==> config.mk <==
export PLATFORM = sky130hd
export DESIGN_NAME = npc
export DESIGN_NICKNAME = d
export VERILOG_FILES = /design/src/rtl/npc_pkg.sv /design/src/rtl/npc_counter.sv /design/src/rtl/npc.sv
export SDC_FILE = /design/constraint.sdc
export NUM_CORES = 1
export LEC_CHECK = 0
export CAP_MARGIN = 20
export CORE_ASPECT_RATIO = 0.9
export CORE_MARGIN = 3
export CORE_UTILIZATION = 45
export DETAILED_ROUTE_END_ITERATION = 16
export PLACE_DENSITY_LB_ADDON = 0.2
export SLEW_MARGIN = 20
export SYNTH_ARGS = -nofsm -noshare
export SYNTH_HDL_FRONTEND = slang
export SYNTH_SLANG_ARGS = --single-unit
==> constraint.sdc <==
create_clock -name clk -period 4.1 [get_ports clk]
set_input_delay 0.615 -clock clk [delete_from_list [all_inputs] [get_ports clk]]
set_output_delay 0.615 -clock clk [all_outputs]
set_load 0.1 [all_outputs]
==> src/rtl/npc_pkg.sv <==
// Shared opcode/funct constants and counter width for the next-PC unit.
// Latency: n/a (constants only).
// Backpressure: n/a.
package npc_pkg;

  localparam logic [5:0] OP_RTYPE  = 6'h00;
  localparam logic [5:0] OP_REGIMM = 6'h01;
  localparam logic [5:0] OP_J      = 6'h02;
  localparam logic [5:0] OP_JAL    = 6'h03;
  localparam logic [5:0] OP_BEQ    = 6'h04;
  localparam logic [5:0] OP_BNE    = 6'h05;

  localparam logic [5:0] FUNCT_JR  = 6'h08;

  localparam int CNT_W = 16;

endpackage

==> src/rtl/npc_counter.sv <==
// Statistics counter: increments by one on each enabled rising edge, wraps at 2^W.
// Latency: one cycle (count visible after the sampling edge); async clear is immediate.
// Backpressure: none; en is sampled every edge.
// Ports: clk, rst_n (async active-low clear), en (count enable), cnt (current count).
module npc_counter
  import npc_pkg::*;
#(
  parameter int W = CNT_W
) (
  input  logic         clk,
  input  logic         rst_n,
  input  logic         en,
  output logic [W-1:0] cnt
);

  always_ff @(posedge clk or negedge rst_n) begin
    if (!rst_n) begin
      cnt <= '0;
    end else if (en) begin
      cnt <= cnt + 1'b1;
    end
  end

endmodule

==> src/rtl/npc.sv <==
// Next-PC selection: decodes jump/branch, muxes the next PC and raises a flush on redirect.
// Latency: newpc/pcclear combinational (zero cycles); statistics counters one cycle.
// Backpressure: pcen gates counting only; newpc/pcclear ignore pcen.
// Ports: clk, rst_n, op, pc, aluout, label, rfd1, funct, pcen in;
//        newpc, pcclear, uncondsum, condsuccsum, condsum out.
module npc
  import npc_pkg::*;
(
  input  logic              clk,
  input  logic              rst_n,
  input  logic [5:0]        op,
  input  logic [31:0]       pc,
  input  logic [31:0]       aluout,
  input  logic [25:0]       label,
  input  logic [31:0]       rfd1,
  input  logic [5:0]        funct,
  input  logic              pcen,
  output logic [31:0]       newpc,
  output logic              pcclear,
  output logic [CNT_W-1:0]  uncondsum,
  output logic [CNT_W-1:0]  condsuccsum,
  output logic [CNT_W-1:0]  condsum
);

  logic [31:0] seq;
  logic [31:0] btarget;
  logic [31:0] jtarget;
  logic        uncond;
  logic        cond;
  logic        taken;

  assign seq     = pc + 32'd4;
  assign btarget = seq + {{14{label[15]}}, label[15:0], 2'b00};
  assign jtarget = {pc[31:28], label, 2'b00};

  // A case statement falls to the default arm for unknown opcodes in
  // simulation, so X/Z opcodes decode as "not a jump or branch" and never
  // enable a counter.
  always_comb begin
    uncond = 1'b0;
    cond   = 1'b0;
    taken  = 1'b0;
    newpc  = seq;
    case (op)
      OP_RTYPE: begin
        if (funct == FUNCT_JR) begin
          uncond = 1'b1;
          newpc  = rfd1;
        end
      end
      OP_J, OP_JAL: begin
        uncond = 1'b1;
        newpc  = jtarget;
      end
      OP_BEQ: begin
        cond  = 1'b1;
        taken = (aluout == 32'd0);
      end
      OP_BNE: begin
        cond  = 1'b1;
        taken = (aluout != 32'd0);
      end
      OP_REGIMM: begin
        cond  = 1'b1;
        taken = aluout[0];
      end
      default: ;
    endcase
    if (cond && taken) begin
      newpc = btarget;
    end
  end

  assign pcclear = uncond | (cond & taken);

  npc_counter #(.W(CNT_W)) u_uncond (
    .clk   (clk),
    .rst_n (rst_n),
    .en    (pcen & uncond),
    .cnt   (uncondsum)
  );

  npc_counter #(.W(CNT_W)) u_cond (
    .clk   (clk),
    .rst_n (rst_n),
    .en    (pcen & cond),
    .cnt   (condsum)
  );

  npc_counter #(.W(CNT_W)) u_condsucc (
    .clk   (clk),
    .rst_n (rst_n),
    .en    (pcen & cond & taken),
    .cnt   (condsuccsum)
  );

endmodule

==> summary.txt, run 1 <==
Yosys
  – Cell area after synthesis: 5310 um^2
  – Most common flop cell mapped by yosys: sky130_fd_sc_hd__dfrtp_1
  – Mapped Avg Cell Area: 7.88 um^2
  – Sequential element share of the synthesized area: 0.226
  – Number of enable flip-flop cells after synthesis: 0
  – Share of synthesized flip-flops with an asynchronous set or reset: 1.00
  – Fraction of synthesized cell area taken by the top area cell type: 0.226
  – Dominant cell type by area after synthesis: sky130_fd_sc_hd__dfrtp_1
  – Total nets after synthesis: 852
  – Synth area leaders: sky130_fd_sc_hd__dfrtp_1, sky130_fd_sc_hd__xnor2_1, sky130_fd_sc_hd__ha_1
  – Number of distinct library cell variants in the gate-level netlist after synthesis: 61
  – Register bit count reported by yosys: 48
  – Synthesized instance count: 674
  – Yosys Warn Count: 0

Global route
  – Final global-route overflow total: 2
  – Global Route Usage Sum: 0.698
  – Largest net degree at the start of global routing: 49

Place
  – Detailed placement HPWL: 17600 um
  – Final RePlAce weighted congestion: 0.944
  – Instance area after placement: 9370 um^2
  – Total of buffers placed on input and output ports: 217

Status
  – Failed at: global routing (5_1_grt)
  – Outcome: did not finish
  – Err: [ERROR GRT-0232] Routing congestion too high. Check the congestion heatmap in the GUI.

Clocking
  – Number of buffers inserted for hold repair after clock tree synthesis: 0
  – Number of buffers on the longest clock path: 2
  – Number of sinks on the clock net: 48
  – Number of levels the H-tree was split into: 2
  – Master cell of the clock root buffer: sky130_fd_sc_hd__clkbuf_16
  – Total CTS buffers: 5

Floorplanning
  – Starting utilization of the core area: 0.463
  – Number of ports placed on the die boundary: 218
  – Rows: 37
  – Overall die height: 109 um
  – Horizontal die dimension: 121 um

Timing
  – Type of pin the worst path ends at: primary output
  – Worst Endpoint after GRT Repair: newpc[29]
[synth_stat cells (5+ instances only)]
cell                       number
sky130_fd_sc_hd__a21oi_1       40
sky130_fd_sc_hd__nor2_1        64
sky130_fd_sc_hd__xnor2_1       59
sky130_fd_sc_hd__inv_1         10
sky130_fd_sc_hd__a31oi_1       19
sky130_fd_sc_hd__buf_2          5
sky130_fd_sc_hd__a211oi_1       8
sky130_fd_sc_hd__a21o_1        14
sky130_fd_sc_hd__mux2_2         6
sky130_fd_sc_hd__a22o_1         7
sky130_fd_sc_hd__dfrtp_1       48
sky130_fd_sc_hd__o21a_1         6
sky130_fd_sc_hd__a22oi_1       16
sky130_fd_sc_hd__and4_1         5
sky130_fd_sc_hd__clkbuf_1      15
sky130_fd_sc_hd__and2_1         7
sky130_fd_sc_hd__nor3_1        21
sky130_fd_sc_hd__and3_1        16
sky130_fd_sc_hd__ha_1          40
sky130_fd_sc_hd__xor2_1        38
sky130_fd_sc_hd__o21ai_0       21
sky130_fd_sc_hd__nand4_1       22
sky130_fd_sc_hd__nand2_1       82
sky130_fd_sc_hd__nand3_1       32
sky130_fd_sc_hd__nor4_1        11
[through the flow]
| stage | instances | util | hold slack [ns] | setup slack [ns] | TNS, ns |
|---|---|---|---|---|---|
| after floorplan | 674 | - | 0.319 | -0.347 | -0.624 |
| after global placement | 1173 | 0.816 | 0.458 | -0.650 | -7.96 |
| after detailed placement | 1173 | 0.816 | 0.463 | -0.695 | -10.03 |
| after CTS | 1213 | 0.907 | 0.474 | -0.141 | -0.696 |
[per-layer routing]
layer	GRT usage	overflow
met1	0.670	0
met2	0.913	2
met3	0.498	0
met4	0.761	0
met5	0.113	0
[logic make-up after synthesis]
logic type | count (synthesis) | synth area share
AND/OR/NAND/NOR | 288 | 0.272
AO/OA/AOI/OAI | 159 | 0.200
buffers and inverters | 33 | 0.0273
flip-flops | 48 | 0.226
adder cells (fa/ha/maj) | 41 | 0.0980
multiplexers | 8 | 0.0165
XOR/XNOR | 97 | 0.160
[timing repair]
item                                    in CTS
pin swaps                                   82
resized for setup                          183
endpoints found under the setup margin      23
buffers inserted                            33
==> inputs of run 2 (changes only) <==
CORE_ASPECT_RATIO = default   (was 0.9)
CORE_UTILIZATION = 40   (was 45)
PLACE_DENSITY_LB_ADDON = 0.15   (was 0.2)
==> run 2 against run 1 <==
Effect of this change:
- the flow now finishes, with violations (setup timing)
- area after synthesis unchanged
- synthesized cell count unchanged
==> summary.txt, run 2 <==
Place
  – Final RePlAce weighted congestion: 0.947 (+0.29%)
  – Total of buffers placed on input and output ports: 217 (unchanged)
  – Detailed placement HPWL: 18300 um (+3.7%)
  – Post-place setup slack: -0.665 ns (+0.0301 ns)

Timing
  – Worst Skew: 0.0102 ns
  – Count of final hold-check violations: 0
  – Period utilisation layout: 1.06
  – Maximum operating frequency: 231 MHz
  – Max Slew Vio Count: 0
  – Unrepaired setup endpoints after global routing: true
  – Min Clock Period, post-route: 4.34 ns
  – Worst hold slack: 0.329 ns
  – Worst rel slew slack: 0.320
  – Setup violations, final: 16
  – Final worst setup slack: -0.237 ns
  – Transition at the pin with the smallest max-transition slack: 1.02 ns

Finish
  – Most common cell after layout, fill and taps aside: sky130_fd_sc_hd__buf_4
  – Fillcell total: 788
  – Largest registers in the final layout: u_cond.cnt: 16 flops, u_condsucc.cnt: 16 flops, u_uncond.cnt: 16 flops
  – Layout Nets: 1235
  – Ratio of cells with drive above 1 in the final layout: 0.378
  – Most frequent cells in the layout: sky130_fd_sc_hd__buf_4, sky130_fd_sc_hd__clkdlybuf4s50_1, sky130_fd_sc_hd__nand2_1
  – Synthesis-to-finish area growth: 99.1%

Setup path
  – Cell mode on critical path: sky130_fd_sc_hd__o21ai_2
  – Required time reported for the critical path endpoint: 3.48 ns
  – Worst setup path category: input pin to primary output
  – Minimum setup slack among reg-to-reg paths: 2.31 ns
  – Path length in cells of the critical path: 16
  – R2r endpoint: u_cond.cnt[15]
  – Ordered list of cells on the worst path: buf_8 > nand4_1 > nor2_2 > buf_4 > nand2_2 > xnor2_2 > ha_4 > nand2_1 > o21ai_2 > or3_4 > o21ai_4 > o21ai_2 > a21o_1 > or4_1 > and3_4 > buf_12
  – Critical Path Slowest Stage Cell: sky130_fd_sc_hd__or4_1
  – Cells on worst reg2reg path: 6
  – Critical Path Source Type: input pin
  – Maximum cell stage delay along the critical path: 0.48 ns
  – Critical path data arrival time: 3.72 ns
  – Critical R2R Launch: u_cond.cnt[4]
  – Buffers plus inverters on the worst setup path: 3
  – Family with the most delay on the worst path: simple AND/OR/NAND/NOR gates
  – Endpoint type of the worst setup path: primary output
  – Maximum fanout along the worst path: 4

Clocking
  – Number of levels the H-tree was split into: 2 (unchanged)
  – Number of buffers on the longest clock path: 2 (unchanged)
  – Clock latency reported for the late side of the worst-skew pair: 0.29 ns
  – Number of sinks on the clock net: 48 (unchanged)
  – Number of buffers inserted for hold repair after clock tree synthesis: 0 (unchanged)
  – Clock tree from TritonCTS: done
  – Total CTS buffers: 5 (unchanged)
  – Clock transition time at the flip-flop clock pins of the worst setup and hold paths: 0.06 ns
  – Master cell of the clock root buffer: sky130_fd_sc_hd__clkbuf_16

Floorplanning
  – Horizontal die dimension: 121 um (+0.59%)
  – Number of ports placed on the die boundary: 218 (unchanged)
  – Core area: 12800 um^2
  – Total Die Area: 14700 um^2
  – Rows: 41 (+11%)
  – Overall die height: 121 um (+11%)
  – Starting utilization of the core area: 0.414 (-0.0485)

Detailed routing
  – Total Wirelength: 24200 um
  – Detail-routed via count per cell: 5.69
  – Vias post-DR: 7006
  – 1st-pass router iterations: 5
  – Post-DR wirelength/cell: 19.6 um
  – Remaining routing DRC violations: 0
  – Antenna viol nets, final: 0
  – Detailed Route Iter0 Violations: 347

Global route
  – Global Route Usage Sum: 0.308
  – Largest net degree at the start of global routing: 49
  – Via count of the first global-routing pass: 7334
  – Antenna violations before repair: 1
  – Final global-route overflow total: 0
  – First-pass GRT wire length: 36700 um

Yosys
  – Register bit count reported by yosys: 48 (unchanged)
  – Cell area after synthesis: 5310 um^2 (unchanged)
  – Number of enable flip-flop cells after synthesis: 0 (unchanged)
  – Share of synthesized flip-flops with an asynchronous set or reset: 1.00 (unchanged)
  – Mapped Avg Cell Area: 7.88 um^2 (unchanged)
  – Simple-gate area share of the yosys netlist: 0.272 (unchanged)
  – Post-Synth Adder-Cell Area: 0.0980 (unchanged)
  – Yosys Warn Count: 0 (unchanged)
  – Largest family of logic cells by synthesized area: simple AND/OR/NAND/NOR gates
  – Number of distinct library cell variants in the gate-level netlist after synthesis: 61 (unchanged)
  – Most repeated cell in the gate-level netlist after synthesis: sky130_fd_sc_hd__nand2_1
  – Most common flop cell mapped by yosys: sky130_fd_sc_hd__dfrtp_1
  – Dominant cell type by area after synthesis: sky130_fd_sc_hd__dfrtp_1
  – Total nets after synthesis: 852 (unchanged)
  – XOR/XNOR share of the synthesized area: 0.160 (unchanged)
  – Fraction of synthesized cell area taken by the top area cell type: 0.226 (unchanged)
  – Compound-cell area share of the yosys netlist: 0.200 (unchanged)
  – Sequential element share of the synthesized area: 0.226 (unchanged)
  – Synth area leaders: sky130_fd_sc_hd__dfrtp_1, sky130_fd_sc_hd__xnor2_1, sky130_fd_sc_hd__ha_1
  – Ranking of synthesized cells by instance count: sky130_fd_sc_hd__nand2_1, sky130_fd_sc_hd__nor2_1, sky130_fd_sc_hd__xnor2_1, sky130_fd_sc_hd__dfrtp_1
  – Synthesized instance count: 674 (unchanged)
  – Share of synthesized area spent on multiplexers: 0.0165 (unchanged)

Status
  – Violations in the final reports: setup timing
  – Outcome: complete, but fails checks

Min path
  – Type of the most critical hold path: input pin to asynchronous set/reset pin

Power and ir drop
  – Maximum vdd ir drop: 0.215 mV
  – Power after layout: 2.49 mW
  – Leakage power: 4.55 nW
  – Power density cells: 235 nW/um^2

Run
  – Max-Cap Viols: 0
-- run 2: cell counts after synthesis --
Identical to the previous run, type by type.
-- run 2: layer usage --
layer	up-vias	share of wire	GRT usage	routed length, um
met1	3378	0.37	0.352	9000
met5	-	0	0	0
met2	324	0.52	0.571	12500
met3	70	0.071	0.0466	1720
met4	0	0.037	0.123	905
li1	3234	-	-	-
-- run 2: report_power, final --
group          switching [mW]  internal [mW]  total (mW)
Clock                   0.180          0.352       0.532
Sequential             0.0311          0.493       0.524
Combinational           0.805          0.629        1.43
Total                    1.02           1.47        2.49
-- run 2: what timing repair did --
action / CTS / global route
hold endpoints to repair: 0 / 0
gates resized for setup: 153 / 63
pin swaps: 79 / 31
setup buffers: 19 / 11
setup endpoints to repair: 23 / 24
-- run 2: final cells by class --
| class | instances | area (um^2) | share of cell area |
|---|---|---|---|
| Multi-Input combinational cell | 593 | 5020 | 0.475 |
| Timing Repair Buffer | 399 | 3910 | 0.369 |
| Sequential cell | 48 | 1200 | 0.114 |
| Tap cell | 172 | 215 | 0.0203 |
| Clock buffer | 5 | 125 | 0.0118 |
| Clock inverter | 3 | 68.8 | 0.00651 |
| Inverter | 10 | 37.5 | 0.00355 |
| Antenna cell | 1 | 2.50 | 0.000237 |
-- run 2: logic make-up (layout without fill, tap and decap cells) --
family	Yosys count	after routing
AOI/OAI and AO/OA	159	159
buffers and inverters	33	417
xor gates and xnor gates	97	97
and+or+nand+nor	288	288
other	0	1
muxes	8	8
DFF	48	48
adders and majority gates	41	41
-- run 2: worst max-delay path by stage --
stage	startpoint	to	slack, ns
floorplan	pc[10]	newpc[31]	-0.35
global placement	pc[10]	newpc[31]	-0.58
detailed placement	pc[10]	newpc[31]	-0.66
CTS	pc[5]	newpc[30]	-0.09
global route	pc[7]	newpc[28]	-0.35
finish	pc[4]	newpc[26]	-0.24
-- run 2: metrics by stage --
stage,TNS [ns],area [um^2],std cells,utilization
CTS,-0.327,10200,1219,0.793
detailed placement,-9.54,9420,1194,0.735
floorplan,-0.624,5620,674,-
global route,-3.57,10600,1231,0.825
global placement,-8.23,9420,1194,0.735
finish,-1.74,10600,1231,0.825
(Power assumes the default switching activity.)
==> inputs of run 3 (changes only) <==
GPL_ROUTABILITY_DRIVEN = 0   (was default)
==> run 3 against run 2 <==
Effect of this change:
- the flow still finishes with violations (setup timing)
- core utilization is 3.3 points higher
- die area unchanged
- worst hold slack got worse by 0.015 ns
- largest power group unchanged
- sequential share of layout area decreased by 0.44 points
- global-route usage grew 1.5 points
- critical endpoint is now newpc[27]
- final area rose by 4.0%
- combinational power up 8%
- fmax down 1.9%
- total power up 4.3%
- sequential cell count is the same
- clock skew decreased by 0.0013 ns
- critical path type unchanged
==> summary.txt, run 3 (synthesis gave the netlist of run 2 again) <==
Status
  – Outcome: complete, but fails checks
  – Violations in the final reports: setup timing

Detailed routing
  – Vias post-DR: 7554 (+7.8%)
  – Total Wirelength: 27900 um (+15%)
  – 1st-pass router iterations: 6 (+1)
  – Remaining routing DRC violations: 0 (unchanged)
  – Post-DR wirelength/cell: 22.0 um (+12%)
  – Detailed Route Iter0 Violations: 616 (+78%)
  – Detail-routed via count per cell: 5.97 (+4.9%)
  – Antenna viol nets, final: 0 (unchanged)

Finish
  – Largest registers in the final layout: u_cond.cnt: 16 flops, u_condsucc.cnt: 16 flops, u_uncond.cnt: 16 flops
  – Synthesis-to-finish area growth: 107%
  – Fillcell total: 622 (-21%)
  – Ratio of cells with drive above 1 in the final layout: 0.418 (+0.0400)
  – Most frequent cells in the layout: sky130_fd_sc_hd__buf_4, sky130_fd_sc_hd__clkdlybuf4s50_1, sky130_fd_sc_hd__nand2_1
  – Final core utilization: 0.858 (+0.0331)
  – Most common cell after layout, fill and taps aside: sky130_fd_sc_hd__buf_4
  – Layout Nets: 1270 (+2.8%)
  – ANT cells: 0 (-1)
  – Post-route cell area: 11000 um^2 (+4.0%)

Timing
  – Min Clock Period, post-route: 4.42 ns (+0.0821 ns)
  – Max Slew Vio Count: 0 (unchanged)
  – Worst Skew: 0.00892 ns (-0.00132 ns)
  – Sum of negative setup slack: -2.15 ns (-0.411 ns)
  – Transition at the pin with the smallest max-transition slack: 1.02 ns (+0.00807 ns)
  – Period utilisation layout: 1.08 (+0.0200)
  – Unrepaired setup endpoints after global routing: true
  – Count of final hold-check violations: 0 (unchanged)
  – Worst rel slew slack: 0.315 (-0.00540)
  – Final worst setup slack: -0.319 ns (-0.0821 ns)
  – Maximum operating frequency: 226 MHz (-1.9%)
  – Setup violations, final: 14 (-2)

Setup path
  – Critical Path Source Type: input pin
  – Endpoint type of the worst setup path: primary output
  – Critical path data arrival time: 3.80 ns (+0.08 ns)
  – Critical Path Slowest Stage Cell: sky130_fd_sc_hd__nor3_4
  – Cell mode on critical path: sky130_fd_sc_hd__buf_6
  – Cells on worst reg2reg path: 7 (+1)
  – Maximum fanout along the worst path: 3 (-1)
  – Worst setup path category: input pin to primary output
  – Ordered list of cells on the worst path: buf_6 > nand4_1 > nor3_4 > buf_6 > buf_4 > nand3_4 > xnor2_4 > ha_4 > a21oi_2 > nor2_1 > a211oi_2 > and3_4 > a21oi_4 > buf_6 > xor2_2 > nor2_2 > a31oi_4 > buf_12
  – Required time reported for the critical path endpoint: 3.48 ns (about the same)
  – Maximum cell stage delay along the critical path: 0.30 ns (-0.18 ns)

Clocking
  – Number of buffers on the longest clock path: 2 (unchanged)
  – Clock latency reported for the late side of the worst-skew pair: 0.29 ns (about the same)
  – Number of buffers inserted for hold repair after clock tree synthesis: 0 (unchanged)
  – Master cell of the clock root buffer: sky130_fd_sc_hd__clkbuf_16
  – Number of sinks on the clock net: 48 (unchanged)
  – Total CTS buffers: 5 (unchanged)
  – Clock tree from TritonCTS: done
  – Clock transition time at the flip-flop clock pins of the worst setup and hold paths: 0.07 ns (about the same)
  – Number of levels the H-tree was split into: 2 (unchanged)

Power and ir drop
  – Combinational group share of total power: 0.591 (+0.015)
  – Power density cells: 236 nW/um^2 (+0.26%)
  – Leakage power: 4.74 nW (+4.1%)
  – Proportion of power drawn by the clock network: 0.208 (-0.006)
  – Switching power summed over all nets: 1.08 mW (+6.4%)
  – Sw Share: 0.417 (+0.00838)
  – Internal Power: 1.52 mW (+2.8%)
  – Sequential group share of total power: 0.201 (-0.010)
  – Maximum vdd ir drop: 0.162 mV (-25%)

Global route
  – Antenna violations before repair: 0 (-1)
  – Via count of the first global-routing pass: 7588 (+3.5%)
  – Largest net degree at the start of global routing: 49 (unchanged)
  – First-pass GRT wire length: 38200 um (+4.1%)
  – Global Route Usage Sum: 0.323 (+0.0146)
  – Final global-route overflow total: 0 (unchanged)

Floorplanning
  – Number of ports placed on the die boundary: 218 (unchanged)
  – Core area: 12800 um^2 (unchanged)
  – Total Die Area: 14700 um^2 (unchanged)
  – Starting utilization of the core area: 0.414 (unchanged)
  – Overall die height: 121 um (unchanged)
  – Rows: 41 (unchanged)
  – Horizontal die dimension: 121 um (unchanged)

Place
  – Total of buffers placed on input and output ports: 217 (unchanged)
  – Instance area after placement: 9460 um^2 (+0.37%)
  – Detailed placement HPWL: 17800 um (-2.5%)
  – Post-place setup slack: -0.647 ns (+0.0173 ns)

Min path
  – Type of the most critical hold path: input pin to asynchronous set/reset pin

Run
  – Max-Cap Viols: 0 (unchanged)
run 3: cell count changes in the layout (fill, tap and decap cells not counted), sizes merged:
cell	delta
dlymetal6s2s	+2
buf	+36
clkdlybuf4s15	-2
clkdlybuf4s50	-1
clkbuf	+1
diode	-1
dlygate4sd2	-1
run 3: worst max-delay path, delay by kind of cell:
kind | cells | cell delay, ns
AOI/OAI and AO/OA | 4 | 0.81
xor gates and xnor gates | 2 | 0.39
adders and majority gates | 1 | 0.27
buffers and inverters | 5 | 0.65
and+or+nand+nor | 6 | 1.03
run 3: timing repair:
item | in CTS | in global routing
pin swaps | 84 | 73
endpoints found under the setup margin | 23 | 20
gates resized for setup | 155 | 92
buffers inserted | 39 | 16
run 3: path summary, 6_finish.rpt:
check | endpoint | slack, ns | startpoint
min | u_uncond.cnt[9] | 0.31 | rst_n
max reg2reg | u_cond.cnt[14] | 2.30 | u_cond.cnt[4]
max | newpc[27] | -0.32 | pc[5]
min reg2reg | u_condsucc.cnt[15] | 0.47 | u_condsucc.cnt[15]
max in group asynchronous | u_condsucc.cnt[9] | 3.36 | rst_n
min in group clk | u_condsucc.cnt[15] | 0.47 | u_condsucc.cnt[15]
run 3: metal layers:
layer	wire length, um	GRT usage	part of all wire	up-vias
met2	13800	0.585	0.50	518
met1	9910	0.365	0.36	3578
met5	0	0	0	-
li1	-	-	-	3305
met3	2450	0.0587	0.088	153
met4	1710	0.148	0.061	0
run 3: stage by stage:
stage	cells	power [mW]	hold slack [ns]
after floorplan	674	1.23	0.319
after CTS	1249	2.43	0.478
final	1265	2.60	0.314
after global placement	1202	1.77	0.463
after detailed placement	1202	1.80	0.466
after global routing	1265	2.67	0.374
run 3: final cells by class:
cell class	count	area (um^2)	share of cell area
multi-input combinational	593	5240	0.476
clock buffer	5	125	0.0114
clock inverter	3	68.8	0.00625
inverter	10	37.5	0.00341
timing repair buffer	434	4120	0.374
tap	172	215	0.0196
sequential	48	1200	0.109
run 3: power by group through the flow:
| stage | clock network (mW) | logic (mW) | registers (mW) |
|---|---|---|---|
| 3_3_place_gp | 0 | 1.24 | 0.528 |
| 6_report | 0.540 | 1.54 | 0.521 |
| 2_1_floorplan | 0 | 0.554 | 0.672 |
| 5_1_grt | 0.554 | 1.59 | 0.524 |
| 3_5_place_dp | 0 | 1.27 | 0.530 |
| 4_1_cts | 0.540 | 1.37 | 0.521 |
